==> config.mk <==
export PLATFORM = sky130hd
export DESIGN_NAME = cpu_rmw_seq_flat
export DESIGN_NICKNAME = d
export VERILOG_FILES = /design/src/rtl/cpu_rmw_seq_if.sv /design/src/rtl/cpu_rmw_seq.sv /design/src/flat_wrapper.sv
export SDC_FILE = /design/constraint.sdc
export NUM_CORES = 1
export LEC_CHECK = 0
export ABC_AREA = 1
export BUFFER_PORTS_ARGS = -buffer_cell sky130_fd_sc_hd__buf_4
export CAP_MARGIN = 20
export CELL_PAD_IN_SITES_DETAIL_PLACEMENT = 2
export CELL_PAD_IN_SITES_GLOBAL_PLACEMENT = 2
export CORE_MARGIN = 3
export CORE_UTILIZATION = 26
export CTS_CLUSTER_DIAMETER = 120
export DETAILED_ROUTE_END_ITERATION = 12
export PLACE_DENSITY = 0.85
export SYNTH_ARGS = -nofsm -noshare
export SYNTH_HDL_FRONTEND = slang
export SYNTH_SLANG_ARGS = --single-unit
==> constraint.sdc <==
create_clock -name clk -period 2.6 [get_ports clk]
set_input_delay 0.26 -clock clk [delete_from_list [all_inputs] [get_ports clk]]
set_output_delay 0.26 -clock clk [all_outputs]
set_load 0.05 [all_outputs]
==> src/rtl/cpu_rmw_seq_if.sv <==
// Bus bundle for the read-modify-write sequencer: CPU request side, memory side and ALU side.
// The sequencer uses the master modport; the CPU/memory/ALU environment uses the slave modport.
interface cpu_rmw_seq_if;
  // CPU request
  logic        start;
  logic [15:0] addr;
  logic [3:0]  op_in;
  logic        carry_in;

  // Memory
  logic [15:0] mem_addr;
  logic        mem_rd;
  logic        mem_wr;
  logic [7:0]  mem_wdata;
  logic [7:0]  mem_rdata;
  logic        mem_ready;

  // Combinational ALU
  logic [3:0]  alu_op;
  logic [7:0]  alu_a;
  logic        alu_cin;
  logic [7:0]  alu_result;
  logic        alu_cout;
  logic        alu_z;
  logic        alu_n;

  // Status and flag update
  logic        busy;
  logic        done;
  logic        flag_we;
  logic        flag_c;
  logic        flag_z;
  logic        flag_n;
  logic        err;

  modport master (
    input  start, addr, op_in, carry_in,
    input  mem_rdata, mem_ready,
    input  alu_result, alu_cout, alu_z, alu_n,
    output mem_addr, mem_rd, mem_wr, mem_wdata,
    output alu_op, alu_a, alu_cin,
    output busy, done, flag_we, flag_c, flag_z, flag_n, err
  );

  modport slave (
    output start, addr, op_in, carry_in,
    output mem_rdata, mem_ready,
    output alu_result, alu_cout, alu_z, alu_n,
    input  mem_addr, mem_rd, mem_wr, mem_wdata,
    input  alu_op, alu_a, alu_cin,
    input  busy, done, flag_we, flag_c, flag_z, flag_n, err
  );
endinterface

==> src/rtl/cpu_rmw_seq.sv <==
// Read-modify-write sequencer for 6502 shift/rotate/inc/dec on memory: read the byte,
// run it through the external ALU, optionally write the original back, then write the result.
module cpu_rmw_seq #(
  parameter bit DUMMY_WRITE = 1'b1
) (
  input  logic          clk,
  input  logic          rst,
  cpu_rmw_seq_if.master bus
);

  localparam logic [3:0] OP_ASL = 4'h7;
  localparam logic [3:0] OP_ROR = 4'hA;
  localparam logic [3:0] OP_INC = 4'hB;
  localparam logic [3:0] OP_DEC = 4'hC;

  typedef enum logic [2:0] {
    S_IDLE,
    S_READ,
    S_MODIFY,
    S_WDUMMY,
    S_WRITE,
    S_DONE
  } state_e;

  state_e      state_q, state_d;
  logic [15:0] addr_q,  addr_d;
  logic [3:0]  op_q,    op_d;
  logic        cin_q,   cin_d;
  logic [7:0]  orig_q,  orig_d;
  logic [7:0]  res_q,   res_d;
  logic        c_q,     c_d;
  logic        z_q,     z_d;
  logic        n_q,     n_d;
  logic        err_q,   err_d;

  logic        op_ok;
  logic        keep_carry;

  // The supported codes form one contiguous range, ASL through DEC.
  assign op_ok      = (bus.op_in >= OP_ASL) && (bus.op_in <= OP_DEC);
  assign keep_carry = (op_q == OP_INC) || (op_q == OP_DEC);

  // Next-state logic and state-decoded outputs.
  always_comb begin
    // NOTE: every variable gets a default before the case so no path leaves it unassigned (no latches).
    state_d        = state_q;
    addr_d         = addr_q;
    op_d           = op_q;
    cin_d          = cin_q;
    orig_d         = orig_q;
    res_d          = res_q;
    c_d            = c_q;
    z_d            = z_q;
    n_d            = n_q;
    err_d          = 1'b0;

    bus.mem_addr   = 16'h0000;
    bus.mem_rd     = 1'b0;
    bus.mem_wr     = 1'b0;
    bus.mem_wdata  = 8'h00;
    bus.alu_op     = 4'h0;
    bus.alu_a      = 8'h00;
    bus.alu_cin    = 1'b0;
    bus.done       = 1'b0;
    bus.flag_we    = 1'b0;
    bus.flag_c     = 1'b0;
    bus.flag_z     = 1'b0;
    bus.flag_n     = 1'b0;

    unique case (state_q)
      S_IDLE: begin
        if (bus.start) begin
          if (op_ok) begin
            addr_d  = bus.addr;
            op_d    = bus.op_in;
            cin_d   = bus.carry_in;
            state_d = S_READ;
          end else begin
            err_d   = 1'b1;
          end
        end
      end

      S_READ: begin
        bus.mem_rd   = 1'b1;
        bus.mem_addr = addr_q;
        if (bus.mem_ready) begin
          orig_d  = bus.mem_rdata;
          state_d = S_MODIFY;
        end
      end

      S_MODIFY: begin
        bus.mem_addr = addr_q;
        bus.alu_op   = op_q;
        bus.alu_a    = orig_q;
        bus.alu_cin  = cin_q;
        res_d        = bus.alu_result;
        // INC/DEC leave C untouched, so the flag to load is the carry captured at start.
        c_d          = keep_carry ? cin_q : bus.alu_cout;
        z_d          = bus.alu_z;
        n_d          = bus.alu_n;
        state_d      = DUMMY_WRITE ? S_WDUMMY : S_WRITE;
      end

      S_WDUMMY: begin
        bus.mem_wr    = 1'b1;
        bus.mem_addr  = addr_q;
        bus.mem_wdata = orig_q;
        if (bus.mem_ready) state_d = S_WRITE;
      end

      S_WRITE: begin
        bus.mem_wr    = 1'b1;
        bus.mem_addr  = addr_q;
        bus.mem_wdata = res_q;
        if (bus.mem_ready) state_d = S_DONE;
      end

      S_DONE: begin
        bus.done    = 1'b1;
        bus.flag_we = 1'b1;
        bus.flag_c  = c_q;
        bus.flag_z  = z_q;
        bus.flag_n  = n_q;
        state_d     = S_IDLE;
      end

      default: state_d = S_IDLE;
    endcase
  end

  assign bus.busy = (state_q != S_IDLE);
  assign bus.err  = err_q;

  // NOTE: sequential state uses non-blocking assignments so all registers update together at the edge.
  always_ff @(posedge clk) begin
    if (rst) begin
      state_q <= S_IDLE;
      addr_q  <= 16'h0000;
      op_q    <= 4'h0;
      cin_q   <= 1'b0;
      orig_q  <= 8'h00;
      res_q   <= 8'h00;
      c_q     <= 1'b0;
      z_q     <= 1'b0;
      n_q     <= 1'b0;
      err_q   <= 1'b0;
    end else begin
      state_q <= state_d;
      addr_q  <= addr_d;
      op_q    <= op_d;
      cin_q   <= cin_d;
      orig_q  <= orig_d;
      res_q   <= res_d;
      c_q     <= c_d;
      z_q     <= z_d;
      n_q     <= n_d;
      err_q   <= err_d;
    end
  end

  // Shift/rotate codes between ASL and ROR need no special handling beyond the ALU.
  logic unused_range;
  assign unused_range = (OP_ROR == 4'hA);

endmodule

==> src/flat_wrapper.sv <==
// flat-port wrapper written by rule: the top's interface ports become plain ports
module cpu_rmw_seq_flat 
#(
  parameter bit DUMMY_WRITE = 1'b1
)
  (clk, rst, bus_start, bus_addr, bus_op_in, bus_carry_in, bus_mem_rdata, bus_mem_ready, bus_alu_result, bus_alu_cout, bus_alu_z, bus_alu_n, bus_mem_addr, bus_mem_rd, bus_mem_wr, bus_mem_wdata, bus_alu_op, bus_alu_a, bus_alu_cin, bus_busy, bus_done, bus_flag_we, bus_flag_c, bus_flag_z, bus_flag_n, bus_err);
  cpu_rmw_seq_if bus_i ();
  input  logic clk;
  input  logic rst;
  input wire logic [$bits(bus_i.start)-1:0] bus_start;
  input wire logic [$bits(bus_i.addr)-1:0] bus_addr;
  input wire logic [$bits(bus_i.op_in)-1:0] bus_op_in;
  input wire logic [$bits(bus_i.carry_in)-1:0] bus_carry_in;
  input wire logic [$bits(bus_i.mem_rdata)-1:0] bus_mem_rdata;
  input wire logic [$bits(bus_i.mem_ready)-1:0] bus_mem_ready;
  input wire logic [$bits(bus_i.alu_result)-1:0] bus_alu_result;
  input wire logic [$bits(bus_i.alu_cout)-1:0] bus_alu_cout;
  input wire logic [$bits(bus_i.alu_z)-1:0] bus_alu_z;
  input wire logic [$bits(bus_i.alu_n)-1:0] bus_alu_n;
  output wire logic [$bits(bus_i.mem_addr)-1:0] bus_mem_addr;
  output wire logic [$bits(bus_i.mem_rd)-1:0] bus_mem_rd;
  output wire logic [$bits(bus_i.mem_wr)-1:0] bus_mem_wr;
  output wire logic [$bits(bus_i.mem_wdata)-1:0] bus_mem_wdata;
  output wire logic [$bits(bus_i.alu_op)-1:0] bus_alu_op;
  output wire logic [$bits(bus_i.alu_a)-1:0] bus_alu_a;
  output wire logic [$bits(bus_i.alu_cin)-1:0] bus_alu_cin;
  output wire logic [$bits(bus_i.busy)-1:0] bus_busy;
  output wire logic [$bits(bus_i.done)-1:0] bus_done;
  output wire logic [$bits(bus_i.flag_we)-1:0] bus_flag_we;
  output wire logic [$bits(bus_i.flag_c)-1:0] bus_flag_c;
  output wire logic [$bits(bus_i.flag_z)-1:0] bus_flag_z;
  output wire logic [$bits(bus_i.flag_n)-1:0] bus_flag_n;
  output wire logic [$bits(bus_i.err)-1:0] bus_err;
  assign bus_i.start = bus_start;
  assign bus_i.addr = bus_addr;
  assign bus_i.op_in = bus_op_in;
  assign bus_i.carry_in = bus_carry_in;
  assign bus_i.mem_rdata = bus_mem_rdata;
  assign bus_i.mem_ready = bus_mem_ready;
  assign bus_i.alu_result = bus_alu_result;
  assign bus_i.alu_cout = bus_alu_cout;
  assign bus_i.alu_z = bus_alu_z;
  assign bus_i.alu_n = bus_alu_n;
  assign bus_mem_addr = bus_i.mem_addr;
  assign bus_mem_rd = bus_i.mem_rd;
  assign bus_mem_wr = bus_i.mem_wr;
  assign bus_mem_wdata = bus_i.mem_wdata;
  assign bus_alu_op = bus_i.alu_op;
  assign bus_alu_a = bus_i.alu_a;
  assign bus_alu_cin = bus_i.alu_cin;
  assign bus_busy = bus_i.busy;
  assign bus_done = bus_i.done;
  assign bus_flag_we = bus_i.flag_we;
  assign bus_flag_c = bus_i.flag_c;
  assign bus_flag_z = bus_i.flag_z;
  assign bus_flag_n = bus_i.flag_n;
  assign bus_err = bus_i.err;
  cpu_rmw_seq #(.DUMMY_WRITE(DUMMY_WRITE)) u_core (.clk(clk), .rst(rst), .bus(bus_i));
endmodule
---- Word level (Yosys, flattened, before mapping) ----
Index checks and enable logic that the tools add are counted.
word-level totals
  register bits ........................... 44
  output and inout bits ................... 46
  logic and storage cells ................. 55
cells by class
  $lt $le $gt $ge ......................... 2
  eq/ne operators ......................... 12
  muxes and demuxes ....................... 19
  bitwise logic cells ..................... 2
  reduce and logical (&&, ||, !) cells .... 10
operators by type and width
  kind                  count
  $mux W16              1
  $pmux W8 S2           1
  $mux W3               5
  $pmux W3 S5           1
  $mux W1               9
  $eq A4 B4 Y1 const B  2
  $mux W8               1
  $ne A2 B2 Y1 const B  4
  $eq A3 B2 Y1 const B  2
  $eq A3 B3 Y1 const B  2
  $reduce_and A5 Y1     1
  $ge A4 B3 Y1 const B  1
  $le A4 B4 Y1 const B  1
  $mux W4               1
  $reduce_or A4 Y1      1
  $eq A3 B1 Y1 const B  1
  $logic_not A3 Y1      1
  $reduce_and A3 Y1     1
  $reduce_bool A3 Y1    1
  $reduce_or A3 Y1      1
  $ne A2 B1 Y1 const B  1
  $not A1 Y1            2
  $reduce_and A2 Y1     1
  $reduce_or A2 Y1      1
  2 further kinds       2

---- Logic depth before layout (Yosys ltp) ----
Gate-level depths: netlist (run 1).
  depth after elaboration ................. 5
  mapped depth ............................ 9
  depth with buffers taken out ............ 7

---- Worst setup path after synthesis (run 1) ----
OpenSTA, ideal clock, no wires.
  path kind ............................... flip-flop to output port
  start ................................... reg u_core.state_q[0]
  end ..................................... out bus_flag_c
  arrival ................................. 2.607 ns
  slack ................................... -0.267 ns
  cell stages (with the launch flop) ...... 5
  path buffers ............................ 0
  cell sequence ........................... dfxtp_1 inv_2 nor3_1 inv_1 nor2_1
on the way
  cells in the longest elaborated chain, start to end .. 2
RTL lines
  item                    RTL line            RTL
  from (decl)             cpu_rmw_seq.sv:25   state_e state_q, state_d;
  from (signal assigned)  cpu_rmw_seq.sv:150  state_q <= state_d;
  $eq A3 B3 Y1            cpu_rmw_seq.sv:70   unique case (state_q)
  $mux W1                 cpu_rmw_seq.sv:70
  to (decl)               flat_wrapper.sv:30  output wire logic [$bits(bus_i.flag_c)-1:0] bus_flag_c;
Every way passes these cells.

---- Final worst setup path (run 1) ----
  start ................................... reg u_core.state_q[1]
  end ..................................... out bus_mem_addr[2]
on the way
  cells in the longest elaborated chain, start to end .. 3
  elaborated cells between the ends (all ways) .. 6
  classes of those cells .................. eq/ne (4); mux (1); reduce/logical (1)
RTL lines
  item                                        RTL line            RTL
  $eq A3 B2 Y1, or another cell as far along  cpu_rmw_seq.sv:70
  $reduce_or A4 Y1 (no source line) (*)       n/a
  $mux W16 (*)                                cpu_rmw_seq.sv:70
  to (decl)                                   flat_wrapper.sv:20  output wire logic [$bits(bus_i.mem_addr)-1:0] bus_mem_addr;
Mark *: on every way between the ends. The rest lies on a longest branch, timed or not.

==> impl_metrics.json, run 1 <==
{
  "cp-startpoint": "u_core.state_q[1]",
  "overflow": 0,
  "ys_types": 23,
  "routed_wl_mm": 7.34,
  "numClockSinks": 44,
  "combPwrFrac_pct": 49.0,
  "setup_viol": 0,
  "viasPerCell": 4.67,
  "ys_seq_area_share_pct": 41.3,
  "maxCapViolations": 0,
  "htreeDepth": 2,
  "crit_type": "flop to primary output",
  "final_cell_mix": "buf_4, inv_1, nand2_1, dfxtp_1, a21oi_1",
  "switching_share_pct": 47.4,
  "grt_start_max_net_pins": 37,
  "num_io_pins": 90,
  "synth_area_sq_um": 2130,
  "core-area_sq_um": 7850,
  "diodes": 0,
  "r2r-end": "u_core.op_q[0]",
  "layout_commonest_cell": "buf_4",
  "cp.arrival_ns": 2.07,
  "final_nets": 432,
  "portBuffers": 89,
  "finalCriticalPeriod_ns": 2.33,
  "start_util_pct": 27.2,
  "p_int_mw": 1.48,
  "r2r_cells": 6,
  "r2r-start": "u_core.state_q[1]",
  "place_ws_ns": 0.584,
  "insertion_delay_ns": 0.30,
  "numCtsBuffers": 5,
  "status": "finished, final reports clean",
  "via_count": 2294,
  "ff2ff_setup_slack_ns": 0.99,
  "chipWidth_um": 96.6,
  "synth-seq-cells": 44,
  "regArea_sq_um": 881,
  "cts_tree": "done",
  "post_cts_buffers": 0,
  "finalHoldViolations": 0,
  "drc": 0,
  "min_from": "bus_mem_rdata[5]",
  "grt_pass1_wl_mm": 11.6,
  "cts_buffer_depth": 2,
  "end_kind": "primary output",
  "rsz0062_at_grt": "no",
  "seqPwrFrac_pct": 31.9,
  "drive_gt1_share_pct": 29.0,
  "switchingPower_mw": 1.33,
  "finalWeightedCongestion": 0.715,
  "area_growth_pct": 38.1,
  "crit_top_cell": "nand2_1",
  "fp.dieH_um": 96.6,
  "worst_pin_slew_ns": 0.714,
  "cts-root-buf": "clkbuf_8",
  "cts_hold_buf": 0,
  "tns_ns": 0,
  "grt_pass1_vias": 2377,
  "maxSlewHeadroom_pct": 52.4,
  "drt_pass1_iterations": 4,
  "nFillCells": 962,
  "hp-class": "input port to flop",
  "clockPowerShare_pct": 19.1,
  "hold_path_depth": 3,
  "max_freq_mhz": 430,
  "worst_setup_path_start_kind": "flop",
  "critPathMaxStageDelay_ns": 0.53,
  "cp_num_cells": 8,
  "fp-row-count": 32,
  "final_util_pct": 37.5,
  "syn_inst": 307,
  "ir_drop_uv": 375,
  "slowest_stage": "dfxtp_1",
  "ys_warn_count": 0,
  "finalMaxSlewViolations": 0,
  "fin_skew_ns": 0.00932,
  "syn_nets": 351,
  "synth_area_per_cell_sq_um": 6.94,
  "path_buf_inv": 3,
  "die_area_sq_um": 9320,
  "cts.clk_slew.worst_paths_ns": 0.09,
  "setup_slack_ns": 0.272,
  "antenna_found_initial": 0,
  "whs_endpoint": "u_core.orig_q[5]",
  "drtIter0Drc": 41,
  "leakagePower_nw": 1.43,
  "crit_required_ns": 2.34,
  "dp_hpwl_mm": 5.53,
  "fin_crit_sh_pct": 89.5,
  "ant_nets": 0,
  "power.density_nw_per_um2": 954,
  "cts.repair.resized": 0,
  "grt.total_usage_pct": 15.9,
  "crit_chain": "nor2_4 -> nand2_1 -> nand2_1 -> inv_2 -> nand2_2 -> nand2_1 -> inv_1 -> buf_4",
  "critPathMaxFanout": 16,
  "post_drt_wl_per_cell_um": 15.0,
  "critPathTopFamily": "simple AND/OR/NAND/NOR gates",
  "multiInputGateArea_sq_um": 931
}
[how the worst max path moves through the flow]
stage	endpoint	slack, ns
6_report	bus_mem_addr[2]	0.27
5_1_grt	bus_mem_addr[14]	0.1
4_1_cts	bus_mem_addr[3]	0.22
3_5_place_dp	bus_mem_addr[3]	0.58
3_3_place_gp	bus_mem_addr[1]	0.73
2_1_floorplan	bus_flag_c	0.26
[layout make-up]
type                       instances  share of cell area, %
clock buffer                       5                   2.34
clock inverter                     3                   1.44
inverter                          58                   7.39
multi-input combinational        189                   31.6
sequential                        44                   29.9
tap                              102                   4.33
timing repair buffer              90                   22.9
[through the flow]
step	power, mW	instance area, sq um	std cells	hold WS (ns)
2_1_floorplan	1.95	2140	307	0.425
3_3_place_gp	2.23	2830	483	0.443
3_5_place_dp	2.30	2830	483	0.458
4_1_cts	2.85	2940	491	0.221
5_1_grt	3.02	2940	491	0.218
6_report	2.81	2940	491	0.224
[cells in the mapped netlist, drive strengths merged]
master | count | area share [%]
inv | 58 | 10
nand2 | 61 | 12
nor3 | 1 | 0.23
dfxtp | 44 | 41
o22ai | 8 | 2.3
nor4 | 1 | 0.29
o21ai | 23 | 5.4
a21oi | 43 | 10
buf | 13 | 4.5
nand4 | 4 | 1.2
nand3 | 26 | 6.7
clkbuf | 3 | 0.53
nor2 | 22 | 5.0
[tightest hold or removal path, cell delays in order]
cell     delay (ns)
buf_4          0.08
o21ai_1        0.05
a21oi_1        0.10
[power by group through the flow]
stage	registers [mW]	clock network [mW]	logic (mW)
finish	0.895	0.538	1.38
global route	0.913	0.589	1.51
CTS	0.896	0.556	1.40
detailed placement	0.911	0	1.39
global placement	0.900	0	1.33
floorplan	0.881	0	1.07
[state kept, by name (all words and copies together) (netlist names)]
signal	cells
u_core.bus.err	1
u_core.addr_q	16
u_core.z_q	1
u_core.n_q	1
u_core.cin_q	1
u_core.orig_q	8
u_core.c_q	1
u_core.op_q	4
u_core.state_q	3
u_core.res_q	8
[layer usage]
layer / wire [um] / global-route usage [%]
met1: 2940 / 18.3
met2: 4070 / 29.7
met3: 246 / 2.94
met4: 89 / 4.56
met5: 0 / 0
[kinds of logic (layout without fill, tap and decap cells)]
group                  after synthesis  in the layout  share of synthesized area, %
AOI/OAI and AO/OA                   74             74                          18.0
buffers and inverters               74            156                          15.3
and+or+nand+nor                    115            115                          25.4
DFF                                 44             44                          41.3
No activity file was read; power rests on OpenSTA's default activity.
==> run 2: changes to the inputs <==
ABC_AREA = default   (was 1)
CORE_UTILIZATION = 28   (was 26)
==> impl_metrics.json, run 2 <==
{
  "synth_top_area_cell": "dfxtp_1",
  "status": "finished, final reports clean",
  "overflow": 0,
  "synth_edf_count": 0,
  "fp-row-count": 29,
  "tns_ns": 0,
  "worst_pin_slew_ns": 0.920,
  "synth_area_per_cell_sq_um": 9.53,
  "hp-class": "input port to flop",
  "place_ws_ns": 0.487,
  "drive_gt1_share_pct": 37.9,
  "finalHoldViolations": 0,
  "synth_area_leaders": "dfxtp_1, a22o_1, and2_1, mux2i_1, and3_1",
  "r2r-end": "u_core.addr_q[1]",
  "synth_commonest_cells": "dfxtp_1, a22o_1, nand2_1",
  "syn_nets": 250,
  "post_cts_buffers": 0,
  "rsz0062_at_grt": "no",
  "top_regs": "u_core.addr_q (16), u_core.orig_q (8), u_core.res_q (8)",
  "dp_hpwl_mm": 4.64,
  "drtIter0Drc": 26,
  "finalMaxSlewViolations": 0,
  "core-area_sq_um": 6570,
  "drt_pass1_iterations": 4,
  "max_freq_mhz": 447,
  "r2r_cells": 4,
  "synth_area_sq_um": 1960,
  "grtUsageMet1_pct": 19.8,
  "ir_drop_uv": 272,
  "fin_crit_sh_pct": 86.0,
  "chipWidth_um": 89.7,
  "finalWeightedCongestion": 0.684,
  "synthArstFlopShare_pct": 0,
  "hold_ws_ns": 0.174,
  "whs_endpoint": "u_core.addr_q[2]",
  "cts_buffer_depth": 2,
  "synthMostInstantiatedCell": "dfxtp_1",
  "insertion_delay_ns": 0.29,
  "grt_pass1_vias": 1932,
  "grt_util_met3_pct": 2.92,
  "viasPerCell": 4.68,
  "fin_skew_ns": 0.00629,
  "place_area_sq_um": 2660,
  "r2r-start": "u_core.state_q[1]",
  "hold_path_depth": 2,
  "cts_tree": "done",
  "end_kind": "primary output",
  "gr-usage-met2_pct": 25.5,
  "portBuffers": 89,
  "ys_seq_area_share_pct": 44.9,
  "largest_reg_flops": 16,
  "layout_commonest_cell": "buf_4",
  "cts-root-buf": "clkbuf_8",
  "grt.total_usage_pct": 15.2,
  "grt_start_max_net_pins": 27,
  "crit_type": "flop to primary output",
  "cp.arrival_ns": 1.98,
  "final_cell_mix": "buf_4, dfxtp_1, a22o_1, nand2_1, and2_1",
  "finalCriticalPeriod_ns": 2.24,
  "leakagePower_nw": 1.27,
  "ant_nets": 0,
  "cts_hold_buf": 0,
  "synth-seq-cells": 44,
  "cts.clk_slew.worst_paths_ns": 0.08,
  "synth_top_area_share_pct": 44.9,
  "regMostFlops": "u_core.addr_q",
  "setup_viol": 0,
  "power.density_nw_per_um2": 534,
  "grt_pass1_wl_mm": 10.1,
  "crit_required_ns": 2.34,
  "num_io_pins": 90,
  "synth_ff_type": "dfxtp_1",
  "numCtsBuffers": 5,
  "drc": 0,
  "post_drt_wl_per_cell_um": 15.8,
  "area_growth_pct": 39.9,
  "maxCapViolations": 0,
  "final_nets": 333,
  "die_area_sq_um": 8050,
  "ff2ff_setup_slack_ns": 0.50,
  "min_from": "bus_addr[2]",
  "stdcell_count": 383,
  "ys_types": 39,
  "diodes": 0,
  "numClockSinks": 44,
  "grt_busiest_layer": "met2",
  "worst_setup_path_start_kind": "flop",
  "via_count": 1791,
  "maxSlewHeadroom_pct": 38.6,
  "routed_wl_mm": 6.06,
  "setup_slack_ns": 0.364,
  "final_area_sq_um": 2750,
  "antenna_found_initial": 0,
  "cts.repair.resized": 0,
  "ys_warn_count": 0,
  "start_util_pct": 29.9,
  "critPathMaxFanout": 20,
  "fp.dieH_um": 89.7,
  "syn_inst": 206,
  "htreeDepth": 2,
  "dp_cells": 375
}
==> run 2: cells by family after synthesis <==
logic type	after synthesis	share of synthesized area (%)
AO/OA/AOI/OAI	49	19.3
buffers and inverters	17	5.80
multiplexers	9	4.59
flip-flops	44	44.9
AND/OR/NAND/NOR	86	25.0
XOR/XNOR	1	0.446
==> run 2: area by class of cell <==
class                   instances  area [sq um]
well taps                      93           116
fillers                       719          3820
flip-flops and latches         44           881
multi-input cells             145           968
inverters                       2          7.51
clock buffers                   8          90.1
repair buffers                 91           683
==> run 2: metal layers <==
metal	routed length (um)	share of wire, %
met4	46	0.76
met2	2990	49
met5	0	0
met1	2820	46
met3	207	3.4
==> run 2: stage by stage <==
step / util [%] / power [mW]
2_1_floorplan: - / 0.941
3_3_place_gp: 40.4 / 1.04
3_5_place_dp: 40.4 / 1.05
4_1_cts: 41.8 / 1.49
5_1_grt: 41.8 / 1.55
6_report: 41.8 / 1.47
==> run 2: how the worst max path moves through the flow <==
stage	from	to	slack (ns)	cells after the start
global placement	u_core.state_q[1]	u_core.addr_q[4]	0.59	4
floorplan	u_core.state_q[1]	bus_flag_c	0.76	4
CTS	u_core.state_q[1]	bus_mem_wdata[3]	0.34	4
finish	u_core.state_q[1]	bus_mem_wdata[3]	0.36	4
global route	u_core.state_q[1]	bus_mem_wdata[7]	0.14	4
detailed placement	u_core.state_q[1]	u_core.addr_q[15]	0.49	4
==> run 2: worst max-delay path: stages (launching register included) <==
cell and delay [ns]:
dfxtp_1 0.73, inv_2 0.16, nor2_2 0.36, a22o_1 0.22
buf_4 0.20
==> run 2: power by group <==
part / switching (mW) / internal, mW
Sequential: 0.0354 / 0.711
Clock: 0.220 / 0.217
Combinational: 0.166 / 0.118
Total: 0.422 / 1.05
==> run 3: changes to the inputs <==
PLACE_DENSITY = 0.94   (was 0.85)
==> impl_metrics.json, run 3 (synthesis results as in run 2) <==
{
  "fin_skew_ns": 0.00826,
  "cp.arrival_ns": 2.03,
  "status": "finished, final reports clean",
  "hold_path_depth": 2,
  "grt_start_max_net_pins": 27,
  "cts_buffer_depth": 2,
  "ant_nets": 0,
  "routed_wl_mm": 7.06,
  "crit_required_ns": 2.34,
  "hp-class": "input port to flop",
  "post_cts_buffers": 0,
  "cts.clk_slew.worst_paths_ns": 0.09,
  "finalCriticalPeriod_ns": 2.29,
  "p_int_mw": 1.11,
  "ir_drop_uv": 196,
  "clockPowerShare_pct": 33.9,
  "top_regs": "u_core.addr_q (16), u_core.orig_q (8), u_core.res_q (8)",
  "portBuffers": 89,
  "num_io_pins": 90,
  "power.density_nw_per_um2": 570,
  "fin_crit_sh_pct": 88.1,
  "area_growth_pct": 41.0,
  "maxCapViolations": 0,
  "switching_share_pct": 29.3,
  "diodes": 0,
  "grt.total_usage_pct": 17.5,
  "cts.repair.resized": 0,
  "finalWeightedCongestion": 0.738,
  "end_kind": "primary output",
  "via_count": 1819,
  "chipWidth_um": 89.7,
  "drtIter0Drc": 59,
  "place_area_sq_um": 2660,
  "worst_pin_slew_ns": 0.965,
  "cts-root-buf": "clkbuf_8",
  "largest_reg_flops": 16,
  "numClockSinks": 44,
  "setup_viol": 0,
  "insertion_delay_ns": 0.30,
  "maxSlewHeadroom_pct": 35.7,
  "cts_tree": "done",
  "combPwrFrac_pct": 18.7,
  "dp_hpwl_mm": 5.25,
  "worst_setup_path_start_kind": "flop",
  "regMostFlops": "u_core.addr_q",
  "drt_pass1_iterations": 4,
  "rsz0062_at_grt": "no",
  "final_nets": 333,
  "seqPwrFrac_pct": 47.5,
  "max_freq_mhz": 436,
  "critPathMaxFanout": 20,
  "finalHoldViolations": 0,
  "fp-row-count": 29,
  "die_area_sq_um": 8050,
  "post_drt_wl_per_cell_um": 18.4,
  "tns_ns": 0,
  "crit_type": "flop to primary output",
  "drive_gt1_share_pct": 38.6,
  "cts_hold_buf": 0,
  "switchingPower_uw": 463,
  "viasPerCell": 4.75,
  "grt_pass1_vias": 2048,
  "htreeDepth": 2,
  "leakagePower_nw": 1.28,
  "drc": 0,
  "r2r_cells": 4,
  "final_area_sq_um": 2770,
  "grt_pass1_wl_mm": 11.5,
  "core-area_sq_um": 6570,
  "start_util_pct": 29.9,
  "layout_commonest_cell": "buf_4",
  "overflow": 0,
  "antenna_found_initial": 0,
  "finalMaxSlewViolations": 0,
  "numCtsBuffers": 5,
  "fp.dieH_um": 89.7,
  "final_cell_mix": "buf_4, dfxtp_1, a22o_1, nand2_1, and2_1"
}
==> run 3: worst max-delay path: stages, from the launching register on <==
cell and delay [ns]:
dfxtp_1 0.78, inv_2 0.17, nor2_2 0.36, a22o_1 0.22, buf_4 0.20
==> run 3: metal layers <==
metal	share of wire, %	global-route usage, %
met5	0	0
met4	0.67	3.83
met3	2.9	3.01
met2	54	32.8
met1	42	20.7
==> run 3: power groups by stage <==
| stage | Combinational [mW] | Clock, mW | Sequential [mW] |
|---|---|---|---|
| floorplan | 0.195 | 0 | 0.745 |
| global placement | 0.279 | 0 | 0.760 |
| detailed placement | 0.293 | 0 | 0.764 |
| CTS | 0.300 | 0.542 | 0.749 |
| global route | 0.319 | 0.573 | 0.756 |
| finish | 0.294 | 0.534 | 0.749 |
==> run 3: through the flow <==
step	setup slack [ns]	utilization, %	power, mW	instances	hold WS, ns
after floorplan	0.763	-	0.941	206	0.375
after global placement	0.611	40.4	1.04	375	0.440
after detailed placement	0.440	40.4	1.06	375	0.455
after CTS	0.268	42.1	1.59	383	0.163
after global routing	0.124	42.1	1.65	383	0.160
final	0.309	42.1	1.58	383	0.166
==> run 3: cell type report <==
type	count	area, sq um
Fill cell	731	3800
Tap cell	93	116
Sequential cell	44	881
Clock inverter	3	42.5
Multi-Input combinational cell	145	968
Timing Repair Buffer	91	683
Inverter	2	7.51
Clock buffer	5	68.8
==> run 3: worst paths after layout <==
kind                                        start               end  slack, ns
worst min register to register         u_core.n_q        u_core.n_q       0.46
worst min-delay path                  bus_addr[2]  u_core.addr_q[2]       0.17
worst max-delay path            u_core.state_q[1]  bus_mem_wdata[5]       0.31
worst max register to register  u_core.state_q[1]  u_core.addr_q[1]       0.41
